### src/rtl/mem_port_arbiter.sv
// Arbiter/sequencer sharing one single-ported word memory between instruction fetch and load/store.
// Define MEM_ARB_RR_EN to make contested OPEN cycles round-robin instead of data-priority with a MAX_RUN bound.
module mem_port_arbiter #(
    parameter int unsigned MAX_RUN = 4
) (
    input  logic        clk,
    input  logic        rst_n,
    input  logic        f_req_valid,
    output logic        f_req_ready,
    input  logic [31:0] f_addr,
    output logic        f_rsp_valid,
    output logic [31:0] f_rsp_rdata,
    output logic        f_rsp_err,
    input  logic        d_req_valid,
    output logic        d_req_ready,
    input  logic        d_req_we,
    input  logic [31:0] d_addr,
    input  logic [31:0] d_wdata,
    input  logic        d_lock,
    output logic        d_rsp_valid,
    output logic [31:0] d_rsp_rdata,
    output logic        d_rsp_err,
    output logic [31:0] mem_addr,
    output logic [31:0] mem_wd,
    output logic        mem_we,
    input  logic [31:0] mem_rd
);

    typedef enum logic [0:0] {
        ST_OPEN   = 1'b0,
        ST_LOCKED = 1'b1
    } state_t;

    localparam logic [3:0] MAX_RUN_C = 4'(MAX_RUN);

    state_t      state_r;
    logic [3:0]  run_r;
    logic        last_gnt_d_r;
    logic        gnt_f_s;
    logic        gnt_d_s;
    logic        f_err_s;
    logic        d_err_s;
    logic        f_rsp_valid_r;
    logic        f_rsp_err_r;
    logic [31:0] f_rsp_rdata_r;
    logic        d_rsp_valid_r;
    logic        d_rsp_err_r;
    logic [31:0] d_rsp_rdata_r;

    // Only word-aligned addresses inside the 64 KiB window reach the memory.
    function automatic logic addr_err(input logic [31:0] addr);
        return (addr[1:0] != 2'b00) || (addr[31:16] != 16'h0000);
    endfunction

    assign f_err_s = addr_err(f_addr);
    assign d_err_s = addr_err(d_addr);

    // Grant selection; ready is the grant itself so it never rises without valid.
    always_comb begin
        gnt_f_s = 1'b0;
        gnt_d_s = 1'b0;
        if (!rst_n) begin
            gnt_f_s = 1'b0;
            gnt_d_s = 1'b0;
        end else if (state_r == ST_LOCKED) begin
            gnt_d_s = d_req_valid;
        end else if (f_req_valid && d_req_valid) begin
`ifdef MEM_ARB_RR_EN
            gnt_d_s = !last_gnt_d_r;
`else
            if (run_r < MAX_RUN_C) begin
                gnt_d_s = 1'b1;
            end else begin
                gnt_d_s = !last_gnt_d_r;
            end
`endif
            gnt_f_s = !gnt_d_s;
        end else begin
            gnt_f_s = f_req_valid;
            gnt_d_s = d_req_valid;
        end
    end

    assign f_req_ready = gnt_f_s;
    assign d_req_ready = gnt_d_s;

    // Memory port drive; the memory read is combinational so these cannot be registered.
    always_comb begin
        if (gnt_d_s) begin
            mem_addr = d_addr;
            mem_wd   = d_wdata;
            mem_we   = d_req_we && !d_err_s;
        end else if (gnt_f_s) begin
            mem_addr = f_addr;
            mem_wd   = d_wdata;
            mem_we   = 1'b0;
        end else begin
            mem_addr = 32'h0000_0000;
            mem_wd   = 32'h0000_0000;
            mem_we   = 1'b0;
        end
    end

    // Lock FSM, run counter and last-grant tracking.
    always_ff @(posedge clk or negedge rst_n) begin
        if (!rst_n) begin
            state_r      <= ST_OPEN;
            run_r        <= 4'd0;
            last_gnt_d_r <= 1'b0;
        end else begin
            case (state_r)
                ST_OPEN: begin
                    if (gnt_d_s && d_lock) begin
                        state_r <= ST_LOCKED;
                    end else begin
                        state_r <= ST_OPEN;
                    end
                    if (gnt_f_s || gnt_d_s) begin
                        if (gnt_d_s != last_gnt_d_r) begin
                            run_r <= 4'd1;
                        end else if ((gnt_d_s ? f_req_valid : d_req_valid) && (run_r != 4'd15)) begin
                            run_r <= run_r + 4'd1;
                        end else begin
                            run_r <= run_r;
                        end
                        last_gnt_d_r <= gnt_d_s;
                    end else begin
                        run_r        <= 4'd0;
                        last_gnt_d_r <= last_gnt_d_r;
                    end
                end
                ST_LOCKED: begin
                    if (gnt_d_s && !d_lock) begin
                        state_r <= ST_OPEN;
                    end else begin
                        state_r <= ST_LOCKED;
                    end
                    if (gnt_d_s) begin
                        last_gnt_d_r <= 1'b1;
                    end else begin
                        last_gnt_d_r <= last_gnt_d_r;
                    end
                    run_r <= run_r;
                end
                default: begin
                    state_r      <= ST_OPEN;
                    run_r        <= 4'd0;
                    last_gnt_d_r <= 1'b0;
                end
            endcase
        end
    end

    // One-cycle responses captured on the edge that ends the accept cycle.
    always_ff @(posedge clk or negedge rst_n) begin
        if (!rst_n) begin
            f_rsp_valid_r <= 1'b0;
            f_rsp_err_r   <= 1'b0;
            f_rsp_rdata_r <= 32'h0000_0000;
            d_rsp_valid_r <= 1'b0;
            d_rsp_err_r   <= 1'b0;
            d_rsp_rdata_r <= 32'h0000_0000;
        end else begin
            f_rsp_valid_r <= gnt_f_s;
            f_rsp_err_r   <= gnt_f_s && f_err_s;
            f_rsp_rdata_r <= (gnt_f_s && !f_err_s) ? mem_rd : 32'h0000_0000;
            d_rsp_valid_r <= gnt_d_s;
            d_rsp_err_r   <= gnt_d_s && d_err_s;
            d_rsp_rdata_r <= (gnt_d_s && !d_err_s && !d_req_we) ? mem_rd : 32'h0000_0000;
        end
    end

    assign f_rsp_valid = f_rsp_valid_r;
    assign f_rsp_err   = f_rsp_err_r;
    assign f_rsp_rdata = f_rsp_rdata_r;
    assign d_rsp_valid = d_rsp_valid_r;
    assign d_rsp_err   = d_rsp_err_r;
    assign d_rsp_rdata = d_rsp_rdata_r;

endmodule
### config.mk
export PLATFORM = sky130hd
export DESIGN_NAME = mem_port_arbiter
export DESIGN_NICKNAME = d
export VERILOG_FILES = /design/src/rtl/mem_port_arbiter.sv
export SDC_FILE = /design/constraint.sdc
export NUM_CORES = 1
export LEC_CHECK = 0
export ABC_AREA = 1
export BUFFER_PORTS_ARGS = -buffer_cell sky130_fd_sc_hd__buf_2
export CAP_MARGIN = 20
export CORE_AREA = 2 2 104 106
export DETAILED_ROUTE_END_ITERATION = 12
export DIE_AREA = 0 0 106 108
export PLACE_DENSITY = 0.69
export SETUP_SLACK_MARGIN = 0.5
export SLEW_MARGIN = 5
export SYNTH_ARGS = -nofsm -noshare
export SYNTH_HDL_FRONTEND = slang
export SYNTH_SLANG_ARGS = --single-unit
### constraint.sdc
create_clock -name clk -period 2.85 [get_ports clk]
set_input_delay 0.57 -clock clk [delete_from_list [all_inputs] [get_ports clk]]
set_output_delay 0.57 -clock clk [all_outputs]
set_load 0.01 [all_outputs]
### Yosys cells after proc, flatten, opt, wreduce, memory -nomap -nowiden

Cells that the tools add are included.

* register bits: 74
* input bits: 134
* output and inout port bits: 135

* $add $sub $neg: 1
* magnitude comparators: 1
* eq/ne operators: 5
* mux-type cells: 28
* bitwise gates (word level): 1
* reduce and logical (&&, ||, !) cells: 25

Operators with widths (number)
* two-way mux 32 bit: 6
* nonzero test 16 bit: 2
* two-way mux 1 bit: 16
* two-way mux 4 bit: 4
* logical AND 1 bit: 10
* != test 4 bit (second input constant): 2
* logical NOT 1 bit: 6
* adder 4 x 1 -> 4 bit (second input constant): 1
* < comparator 4 x 3 -> 1 bit (second input constant): 1
* case mux 1 bit (2 select lines): 2
* AND reduction 2 bit: 2
* nonzero test 2 bit: 2
* logical OR 1 bit: 3
* != test 2 x 1 -> 1 bit (second input constant): 1
* != test 2 bit (second input constant): 1
* != test 1 bit: 1
* inverter 1 bit: 1

### Depth between registers and ports, before layout

* depth in word-level cells: 14
* gate-level depth with buffers: 9
* depth with buffers taken out: 9

### Worst setup path before layout

Ideal clock, no wire load.

* path kind: input-to-output
* start: input port f_req_valid
* end: output port mem_addr[22]
* arrival time: 1.340 ns
* data required time: 2.280 ns
* path slack: 0.940 ns
* cell stages on the path: 8
* path buffers: 2
* cells stage by stage: inv_1 > o22ai_1 > nand2_1 > buf_4 > inv_4 > buf_6 > nand2_1 > nand2_1

* cells in the longest elaborated chain, start to end: 6

Ends and longest elaborated chain
* start, declared: RTL line 8 `input logic f_req_valid,`
* logical AND 1 bit: RTL line 67 `end else if (f_req_valid && d_req_valid) begin`
* two-way mux 1 bit (*): RTL line 67
* two-way mux 1 bit (*): RTL line 65 `end else if (state_r == ST_LOCKED) begin`
* two-way mux 1 bit (*): RTL line 62 `if (!rst_n) begin`
* net f_req_ready: RTL line 9 `output logic f_req_ready,`
* two-way mux 32 bit (*): RTL line 93 `end else if (gnt_f_s) begin`
* two-way mux 32 bit (*): RTL line 89 `if (gnt_d_s) begin`
* end, declared: RTL line 23 `output logic [31:0] mem_addr,`

The timed path passes the listed nets; every way through them passes the cells marked *.

### Worst setup path after layout

* start: register last_gnt_d_r
* end: output port mem_addr[5]

* cells in the longest elaborated chain, start to end: 11

Ends and longest elaborated chain
* start, declared: RTL line 38 `logic last_gnt_d_r;`
* start signal, assigned: RTL line 126 `last_gnt_d_r <= gnt_d_s;`
* start signal, assigned: RTL line 129 `last_gnt_d_r <= last_gnt_d_r;`
* start signal, assigned: RTL line 141 `last_gnt_d_r <= last_gnt_d_r;`
* logical NOT 1 bit (*): RTL line 74 `gnt_d_s = !last_gnt_d_r;`
* two-way mux 1 bit (*): RTL line 71 `if (run_r < MAX_RUN_C) begin`
* two-way mux 1 bit (*): RTL line 67
* two-way mux 1 bit (*): RTL line 65
* two-way mux 1 bit (*): RTL line 62
* logical NOT 1 bit: RTL line 77 `gnt_f_s = !gnt_d_s;`
* two-way mux 1 bit: RTL line 67
* two-way mux 1 bit: RTL line 65
* two-way mux 1 bit: RTL line 62
* two-way mux 32 bit: RTL line 93
* two-way mux 32 bit (*): RTL line 89

Every way passes the cells marked *; elsewhere a longest branch is shown, timed or not. The select of a mux whose other input is x is not followed.

==> flow_summary.json <==
{
  "status": "complete, no violations",
  "r2r_cells": 6,
  "grt_max_degree": 74,
  "viasPerCell": 4.40,
  "route.vias.total": 3654,
  "path_buf_inv": 3,
  "cpMostUsedCell": "nand2_1",
  "synth_fa_ha_area_share_pct": 0.339,
  "drive_gt1_share_pct": 52.7,
  "drt-total-wl_mm": 11.2,
  "yosys_warnings": 0,
  "max-cap-violations": 0,
  "worstMarginPinSlew_ns": 0.896,
  "die_area_um2": 11400,
  "ir_drop_v": 0.000255,
  "synth_area_per_cell_um2": 8.72,
  "start_util_pct": 36.1,
  "yosys.area.top_type": "dfrtp_1",
  "gp_congestion": 0.921,
  "core_um2": 10200,
  "wl_per_cell_um": 13.5,
  "grt_overflow": 0,
  "holdPathStages": 3,
  "max_clock_freq_mhz": 441,
  "muxShareOfSynthArea_pct": 0,
  "placementRows": 37,
  "hold_violations": 0,
  "worst_hold_path_type": "primary input to flip-flop",
  "synth-seq-cells": 74,
  "clock_latency_ns": 0.33,
  "critical_path_cell_count": 9,
  "grt_pass1_vias": 3664,
  "power_leakage_nw": 3.35,
  "synth-compound-area-share_pct": 1.53,
  "netlist_area_um2": 3690,
  "antenna_cells": 0,
  "yosysMostFrequentCell": "nand2_1",
  "die_x_um": 106,
  "ant_nets": 0,
  "synth.area.top_cells": "dfrtp_1 50%, nand2_1 10%, nor3_2 8.1%",
  "io_pins": 269,
  "port-buffer-count": 268,
  "rsz0062_at_grt": "true",
  "area_growth_pct": 43.5,
  "relSlewSlack_pct": 40.3,
  "cp_cell_sequence": "nand2_1 > nor2_1 > nand3_2 > nand2_4 > buf_6 > inv_8 > nand2_1 > nand2_1 > buf_2",
  "nNetsFinal": 825,
  "dp_hpwl_mm": 8.72,
  "syn_nets": 558,
  "cts_buffer_depth": 2,
  "cts_made_buffers": 9,
  "grt_pass1_wl_mm": 17.2,
  "first_pass_iters": 6,
  "track_usage_pct": 19.0,
  "slowest_stage": "dfrtp_1",
  "crit_arrival_ns": 1.70,
  "crit_fanout": 18,
  "clkTransAtPathRegs_ns": 0.08,
  "antenna_found_initial": 0,
  "synth-xor-area-share_pct": 0.237,
  "drv_slew": 0,
  "synth_top_family_by_area": "simple AND/OR/NAND/NOR gates",
  "cp-start-kind": "flip-flop",
  "cts_tree": "done",
  "critPathKind": "flip-flop to output pin",
  "htreeDepth": 3,
  "ys_seq_area_share_pct": 50.2,
  "synth.distinct_cells": 26,
  "drt_iter0_markers": 81,
  "period_needed_ns": 2.27,
  "synthTopCellsByCount": "101 x nand2_1, 77 x inv_1, 74 x dfrtp_1",
  "hold_slack_ns": 0.461,
  "critPathCaptureType": "output pin",
  "max_stage_delay_ns": 0.40,
  "critical_path.top_delay_family": "simple AND/OR/NAND/NOR gates",
  "synth_async_sr_flop_share_pct": 100,
  "synth_edf_count": 0,
  "synthCells": 423,
  "dieHeight_um": 108,
  "setup_violations": 0,
  "clock-root-buffer": "clkbuf_8",
  "drc": 0,
  "p_per_area_nw_per_um2": 410,
  "tns_ns": 0,
  "skew_ns": 0.00961,
  "crit_required_ns": 2.28,
  "yosys.area_share.simple_pct": 33.7,
  "min_period_over_period_pct": 79.6,
  "clkSinkCount": 74,
  "synth_top_flop_cell": "dfrtp_1",
  "synth_top_area_share_pct": 50.2
}
==> final timing paths <==
kind,from,end,slack [ns]
hold reg to reg,run_r[1],run_r[1],0.51
min in group asynchronous,rst_n,run_r[1],0.49
max in group asynchronous,rst_n,run_r[2],1.76
setup / recovery,last_gnt_d_r,mem_addr[5],0.58
setup reg to reg,run_r[2],f_rsp_rdata[0],1.07
hold / removal,d_lock,flip-flop,0.46
==> report_power, final <==
part | leakage (nW) | internal (W) | switching (W)
clock network | 0.0847 | 0.000339 | 0.000383
registers | 1.02 | 0.00106 | 0.00000666
logic | 2.24 | 0.000151 | 0.000230
total | 3.35 | 0.00155 | 0.000620
==> per-layer routing <==
metal	part of all wire (%)	global-route usage [%]	up-vias	routed length (um)
li1	-	-	1792	-
met1	41	22.4	1680	4560
met2	52	35.0	168	5810
met3	6.2	3.68	14	700
met4	1.6	6.02	0	178
met5	0	0	-	0
==> layout make-up <==
type / count / area (um^2)
fillers: 979 / 4940
flip-flops and latches: 74 / 1850
repair buffers: 274 / 1400
multi-input cells: 250 / 1350
inverters: 80 / 333
well taps: 136 / 170
clock buffers: 10 / 138
clock inverters: 6 / 41.3
repair inverters: 1 / 11.3
==> placed cells by master (no fill, tap or decap), drive strengths merged <==
cell type    synthesis  routed
and2                 2       2
dlygate4sd3          0       1
nand3               10      10
o21ai                6       6
a21oi                1       1
buf                 19     273
clkbuf               0      10
inv                 80      80
clkinvlp             0       3
nand2              106     106
o22ai                1       1
ha                   1       1
nand4                5       5
clkinv               0       4
dfrtp               74      74
nor3                36      36
nor2                75      75
xor2                 1       1
nor4                 4       4
o211ai               2       2
==> tightest hold or removal path: stages <==
cell and delay, ns:
buf_2 0.08, nand2_1 0.05, o21ai_1 0.06
==> timing repair <==
item                       in CTS  in global routing
gates cloned                    0                  1
gates resized for setup         4                 15
setup buffers                   1                  1
hold buffers                    1                  0
pin swaps                       1                  2
hold endpoints to repair        1                  0
setup endpoints to repair      65                 65
==> flip-flops by register name (all words and copies together), names as in the netlist, named ones only <==
name and cells:
d_rsp_err 1, d_rsp_rdata 32, d_rsp_valid 1, f_rsp_err 1, f_rsp_rdata 32, f_rsp_valid 1, last_gnt_d_r 1, run_r 4
==> per-stage QoR <==
stage,cell area (um^2),cells,power (W),setup WS (ns),util [%]
3_5_place_dp,5020,811,0.00145,0.393,49.0
2_1_floorplan,3690,423,0.00126,0.940,-
4_1_cts,5220,829,0.00219,0.507,51.0
6_report,5290,831,0.00217,0.582,51.7
3_3_place_gp,5020,811,0.00145,0.415,49.0
5_1_grt,5290,831,0.00229,0.479,51.7
==> cells by family after synthesis <==
kind of cell | after synthesis
XOR/XNOR | 1
adder cells (fa/ha/maj) | 1
AND/OR/NAND/NOR | 238
flip-flops | 74
AO/OA/AOI/OAI | 10
buffers and inverters | 99
Power figures use the tool's default switching activity.
